## config.mk

```make
export PLATFORM = sky130hd
export DESIGN_NAME = mem_bus_arbiter
export DESIGN_NICKNAME = d
export VERILOG_FILES = /design/src/rtl/mem_bus_arbiter_pkg.sv /design/src/rtl/mem_bus_arbiter_arb_pick.sv /design/src/rtl/mem_bus_arbiter.sv
export SDC_FILE = /design/constraint.sdc
export NUM_CORES = 1
export LEC_CHECK = 0
export ABC_CLOCK_PERIOD_IN_PS = 1200
export CAP_MARGIN = 10
export CORE_AREA = 4 4 106 108
export DETAILED_ROUTE_END_ITERATION = 6
export DIE_AREA = 0 0 110 112
export DONT_BUFFER_PORTS = 1
export PLACE_DENSITY = 0.3
export SYNTH_ARGS = -nofsm -noshare
export SYNTH_HDL_FRONTEND = slang
export SYNTH_SLANG_ARGS = --single-unit
```

## constraint.sdc

```tcl
create_clock -name clk -period 1.2 [get_ports clk]
set_input_delay 0 -clock clk [delete_from_list [all_inputs] [get_ports clk]]
set_output_delay 0 -clock clk [all_outputs]
set_load 0.01 [all_outputs]
```

## src/rtl/mem_bus_arbiter_pkg.sv

```systemverilog
// -----------------------------------------------------------------------------
// mem_bus_arbiter_pkg
// Shared types and constants for the memory bus arbiter:
//   arb_state_t  - arbiter FSM state (idle / address phase / data phase)
//   arb_grant_t  - which requester owns the bus (fetch or data)
//   mem_size_t   - sram-like access size encoding
//   MEM_SIZE_*   - size constants; fetches always use MEM_SIZE_WORD
// -----------------------------------------------------------------------------
package mem_bus_arbiter_pkg;

    typedef enum logic [1:0] {
        S_IDLE = 2'd0,
        S_ADDR = 2'd1,
        S_DATA = 2'd2
    } arb_state_t;

    typedef enum logic {
        G_FETCH = 1'b0,
        G_DATA  = 1'b1
    } arb_grant_t;

    typedef logic [1:0] mem_size_t;

    localparam mem_size_t MEM_SIZE_BYTE = 2'd0;
    localparam mem_size_t MEM_SIZE_HALF = 2'd1;
    localparam mem_size_t MEM_SIZE_WORD = 2'd2;

endpackage

```

## src/rtl/mem_bus_arbiter_arb_pick.sv

```systemverilog
// -----------------------------------------------------------------------------
// arb_pick
// Combinational winner selection between the fetch and data requesters.
// Build option: MEM_ARB_ROUND_ROBIN_EN
//   defined   - round-robin; on contention the requester not served last wins
//   undefined - fixed priority, data over fetch (no last-served input)
// Ports:
//   i_req           in  fetch request
//   d_req           in  data request
//   i_last_served   in  requester served most recently (round-robin only)
//   o_winner        out selected requester
//   o_valid         out at least one request is present
// -----------------------------------------------------------------------------
module arb_pick
    import mem_bus_arbiter_pkg::*;
(
    input  logic       i_req,
    input  logic       d_req,
`ifdef MEM_ARB_ROUND_ROBIN_EN
    input  arb_grant_t i_last_served,
`endif
    output arb_grant_t o_winner,
    output logic       o_valid
);

    always_comb begin
        // NOTE: every output gets a default first so no path leaves it unassigned (no latch).
        o_valid  = i_req | d_req;
        o_winner = G_FETCH;
`ifdef MEM_ARB_ROUND_ROBIN_EN
        if (i_req && d_req) begin
            o_winner = (i_last_served == G_DATA) ? G_FETCH : G_DATA;
        end else if (d_req) begin
            o_winner = G_DATA;
        end
`else
        if (d_req) begin
            o_winner = G_DATA;
        end
`endif
    end

endmodule

```

## src/rtl/mem_bus_arbiter.sv

```systemverilog
// -----------------------------------------------------------------------------
// mem_bus_arbiter
// Shares one sram-like memory bus between the CPU fetch path (i_*) and the
// load/store path (d_*). One transaction outstanding at a time; the grant is
// locked from arbitration until the bus returns m_data_ok.
// Build option: MEM_ARB_ROUND_ROBIN_EN (round-robin instead of data-first).
// Ports:
//   clk, resetn                      clock, async active-low reset
//   i_req/i_addr                     fetch request in
//   i_addr_ok/i_data_ok/i_rdata      fetch handshake/data out
//   d_req/d_wr/d_size/d_addr/
//   d_wdata/d_wstrb                  data request in
//   d_addr_ok/d_data_ok/d_rdata      data handshake/data out
//   m_req/m_wr/m_size/m_addr/
//   m_wdata/m_wstrb                  bus request out
//   m_addr_ok/m_data_ok/m_rdata      bus handshake/data in
// -----------------------------------------------------------------------------
module mem_bus_arbiter
    import mem_bus_arbiter_pkg::*;
(
    input  logic            clk,
    input  logic            resetn,
    input  logic            i_req,
    input  logic [31:0]     i_addr,
    output logic            i_addr_ok,
    output logic            i_data_ok,
    output logic [31:0]     i_rdata,
    input  logic            d_req,
    input  logic            d_wr,
    input  logic [1:0]      d_size,
    input  logic [31:0]     d_addr,
    input  logic [31:0]     d_wdata,
    input  logic [3:0]      d_wstrb,
    output logic            d_addr_ok,
    output logic            d_data_ok,
    output logic [31:0]     d_rdata,
    output logic            m_req,
    output logic            m_wr,
    output logic [1:0]      m_size,
    output logic [31:0]     m_addr,
    output logic [31:0]     m_wdata,
    output logic [3:0]      m_wstrb,
    input  logic            m_addr_ok,
    input  logic            m_data_ok,
    input  logic [31:0]     m_rdata
);

    arb_state_t r_state;
    arb_grant_t r_grant;
    arb_grant_t w_pick_winner;
    logic       w_pick_valid;
    logic       w_gnt_req;
    logic       w_in_addr;
    logic       w_in_data;
    logic       w_gnt_data;

`ifdef MEM_ARB_ROUND_ROBIN_EN
    arb_grant_t r_last_served;
`endif

    arb_pick u_arb_pick (
        .i_req         (i_req),
        .d_req         (d_req),
`ifdef MEM_ARB_ROUND_ROBIN_EN
        .i_last_served (r_last_served),
`endif
        .o_winner      (w_pick_winner),
        .o_valid       (w_pick_valid)
    );

    // NOTE: sequential state uses non-blocking assignments so every register samples pre-edge values.
    always_ff @(posedge clk or negedge resetn) begin
        if (!resetn) begin
            r_state       <= S_IDLE;
            r_grant       <= G_FETCH;
`ifdef MEM_ARB_ROUND_ROBIN_EN
            r_last_served <= G_FETCH;
`endif
        end else begin
            case (r_state)
                S_IDLE: begin
                    if (w_pick_valid) begin
                        r_grant <= w_pick_winner;
                        r_state <= S_ADDR;
                    end
                end
                S_ADDR: begin
                    // An ack while the owner has dropped its request is not a handshake.
                    if (m_addr_ok && w_gnt_req) begin
                        r_state <= S_DATA;
                    end
                end
                S_DATA: begin
                    if (m_data_ok) begin
                        r_state <= S_IDLE;
`ifdef MEM_ARB_ROUND_ROBIN_EN
                        r_last_served <= r_grant;
`endif
                    end
                end
                default: r_state <= S_IDLE;
            endcase
        end
    end

    assign w_gnt_data = (r_grant == G_DATA);
    assign w_gnt_req  = w_gnt_data ? d_req : i_req;
    assign w_in_addr  = (r_state == S_ADDR);
    assign w_in_data  = (r_state == S_DATA);

    // Bus side: payload is only presented during the address phase, zero otherwise.
    always_comb begin
        m_req   = 1'b0;
        m_wr    = 1'b0;
        m_size  = MEM_SIZE_BYTE;
        m_addr  = 32'd0;
        m_wdata = 32'd0;
        m_wstrb = 4'd0;
        if (w_in_addr) begin
            m_req = w_gnt_req;
            if (w_gnt_data) begin
                m_wr    = d_wr;
                m_size  = d_size;
                m_addr  = d_addr;
                m_wdata = d_wdata;
                m_wstrb = d_wstrb;
            end else begin
                m_size  = MEM_SIZE_WORD;
                m_addr  = i_addr;
            end
        end
    end

    // Requester side: handshakes are pure pass-through to the current owner.
    assign i_addr_ok = w_in_addr && w_gnt_req && m_addr_ok && !w_gnt_data;
    assign d_addr_ok = w_in_addr && w_gnt_req && m_addr_ok &&  w_gnt_data;
    assign i_data_ok = w_in_data && m_data_ok && !w_gnt_data;
    assign d_data_ok = w_in_data && m_data_ok &&  w_gnt_data;

    // Read data is gated off in idle so nothing leaks out after reset.
    assign i_rdata = (r_state != S_IDLE && !w_gnt_data) ? m_rdata : 32'd0;
    assign d_rdata = (r_state != S_IDLE &&  w_gnt_data) ? m_rdata : 32'd0;

`ifndef SYNTHESIS
    always @(posedge clk) begin
        if (resetn) begin
            assert (!(m_data_ok && !w_in_data))
                else $warning("mem_bus_arbiter: m_data_ok outside data phase ignored");
            assert (!(w_in_addr && !w_gnt_req))
                else $warning("mem_bus_arbiter: granted requester dropped req before addr_ok");
        end
    end
`endif

endmodule

```

==> metrics.csv <==
metric,value,unit
outcome,"complete, but fails checks",
violations,negative setup slack,
place_area,0.001466,sq mm
ir_drop,0.0009927,V
viasPerCell,4.536,
crit_buf_inv,1,
cts_sinks,3,
layout-drive-gt1-share,0.6196,
track_usage,0.09912,
rsz0062_at_grt,yes,
top_layer_used,met5,
seqPwrFrac,0.038,
crit_family,simple AND/OR/NAND/NOR gates,
power_frac_clock,0.048,
grt_max_degree,72,
ioPinCount,281,
first_global_vias,1568,
gp_congestion,0.6724,
worstSkewPairLatency,0.22,ns
overflow,0,
place_inst,307,
p_int,3.026,mW
leakage,0.8401,nW
final_common_cell,and2_4,
path_clk_slew,0.03,ns
dpl_worst_slack,-0.1018,ns
total_power,6.182,mW
port_buffers,0,
synth_seq_cells,3,
period_minus_slack,1.428,ns
placementRows,37,
wl_met2,4.154,mm
dp_hpwl,6.223,mm
cp-start-kind,flop,
finalHoldViolations,0,
grt_pass1_wl,9.183,mm
die-area,0.01232,sq mm
vias,1456,
skew,0.004444,ns
p_sw,3.157,mW
drt_iter0_drc,63,
cpMaxStageDelayCell,dfrtp_1,
crit_path_max_incr_delay,0.41,ns
setup-tns-final,-24.97,ns
drc,0,
die_w,110,microns
cts_tree,built,
fin_area,0.001938,sq mm
critPathKind,reg -> out,
die_y,112,microns
power.density,3190,mW/mm^2
slew_headroom,0.8437,
fmax,700.2,MHz
root_buffer,clkbuf_8,
coreArea,0.01023,sq mm
cp.required,1.20,ns
final_cell_mix,"72 x and2_4, 30 x and2_1, 23 x a22o_1, 10 x a22o_4, 10 x buf_4",
p_sw_frac,0.5106,
worstMarginPinSlew,0.2334,ns
synth.distinct_cells,24,
start_util,0.1312,
finalSetupViolCount,141,
crit_chain,and3b_2 > buf_12 > and2_1,
synthesis.nets,321,
synthToLayoutAreaGrowth,44.36,%
yosysWarnings,0,
htree_levels,1,
pwr-share-comb,0.914,
fin_cells,321,
hold_path_class,in -> async,
wl_met3,1.052,mm
m1WireLength,2.231,mm
yosysSeqAreaShare,0.05592,
min_period_over_period,1.190,
critPathArrivalTime,1.43,ns
antenna_found_initial,2,
endpoint_kind,primary output,
avgSynthCellArea,7.459,sq um
setup_slack,-0.2282,ns
cts-buffers-inserted,3,
ant_nets,0,
drv_cap,0,
synth_area,0.001343,sq mm
slew_viol_final,0,
wl,7.479,mm
critical_path.max_fanout,36,
nNetsFinal,326,
syn-instance-count,180,
clockBufferDepth,2,
routedWlPerCell,23.30,microns
firstDrtPassIters,3,
==> through the flow <==
stage          utilization  hold WS [ns]
2_1_floorplan            -       -0.2956
3_3_place_gp        0.1433       -0.2955
3_5_place_dp        0.1433       -0.2955
4_1_cts             0.1741       0.04578
5_1_grt             0.1894       0.05744
6_report            0.1894       0.04783
==> cells in the mapped netlist (all sizes together) <==
cell type	number	area [sq um]
and2	102	638.1
a22o	33	289.0
mux2i	1	10.01
nor3b	2	26.28
nand2	2	7.510
o32ai	1	8.760
inv	2	7.510
or3b	1	8.760
and3b	3	26.28
a21oi	1	5.000
nor3	1	5.000
nand2b	1	6.260
o21ba	1	10.01
clkbuf	6	26.27
buf	14	153.9
or3	1	6.260
nor2	2	7.510
o211a	1	10.01
nand3b	1	7.510
dfrtp	3	75.07
o21a	1	7.510
==> path summary, 6_finish.rpt <==
check | end | slack [ns] | start | cells after the start
setup / recovery | m_wstrb[1] | -0.23 | r_state[1] | 3
hold / removal | r_grant | 0.05 | resetn | 1
setup reg to reg | r_state[0] | -0.07 | r_grant | 4
hold reg to reg | r_grant | 0.62 | r_grant | 1
max in group asynchronous | r_state[0] | 0.97 | resetn | 1
min in group clk | r_state[0] | 0.06 | d_req | 2
==> per-layer routing <==
layer  vias up  global-route usage
met4         2             0.01746
li1        612                   -
met1       676              0.1008
met5         -                   0
met2       162              0.1926
met3         4             0.03304
==> area by class of cell <==
cell class | count | area [sq um]
flip-flops and latches | 3 | 77.57
well taps | 136 | 170.2
inverters | 2 | 7.507
diodes | 1 | 2.502
multi-input cells | 155 | 1404
fillers | 1110 | 8293
repair buffers | 20 | 231.5
clock buffers | 4 | 45.04
==> power by group through the flow <==
stage	clock network, mW	registers, mW	logic (mW)
after global routing	0.313	0.244	6.07
after CTS	0.304	0.248	5.15
after global placement	0	0.241	4.25
after floorplan	0	0.170	3.80
after detailed placement	0	0.244	4.25
final	0.297	0.235	5.65
==> kinds of logic after synthesis <==
| kind of cell | count (synthesis) | synth area share |
|---|---|---|
| compound gates | 38 | 0.2460 |
| buf+inv | 22 | 0.1398 |
| flops | 3 | 0.05592 |
| mux | 1 | 0.007456 |
| simple gates | 116 | 0.5508 |
==> state kept, by name, indices dropped and copies added (netlist names) <==
signal and flops:
r_grant 1, r_state 2
==> what timing repair did <==
action / CTS / global route
setup buffers: 1 / 3
hold buffers: 4 / 0
resized for setup: 80 / 20
gates cloned: 0 / 1
endpoints found under the hold margin: 6 / 0
pin swaps: 0 / 1
endpoints found under the setup margin: 141 / 143
Power figures use the tool's default switching activity.
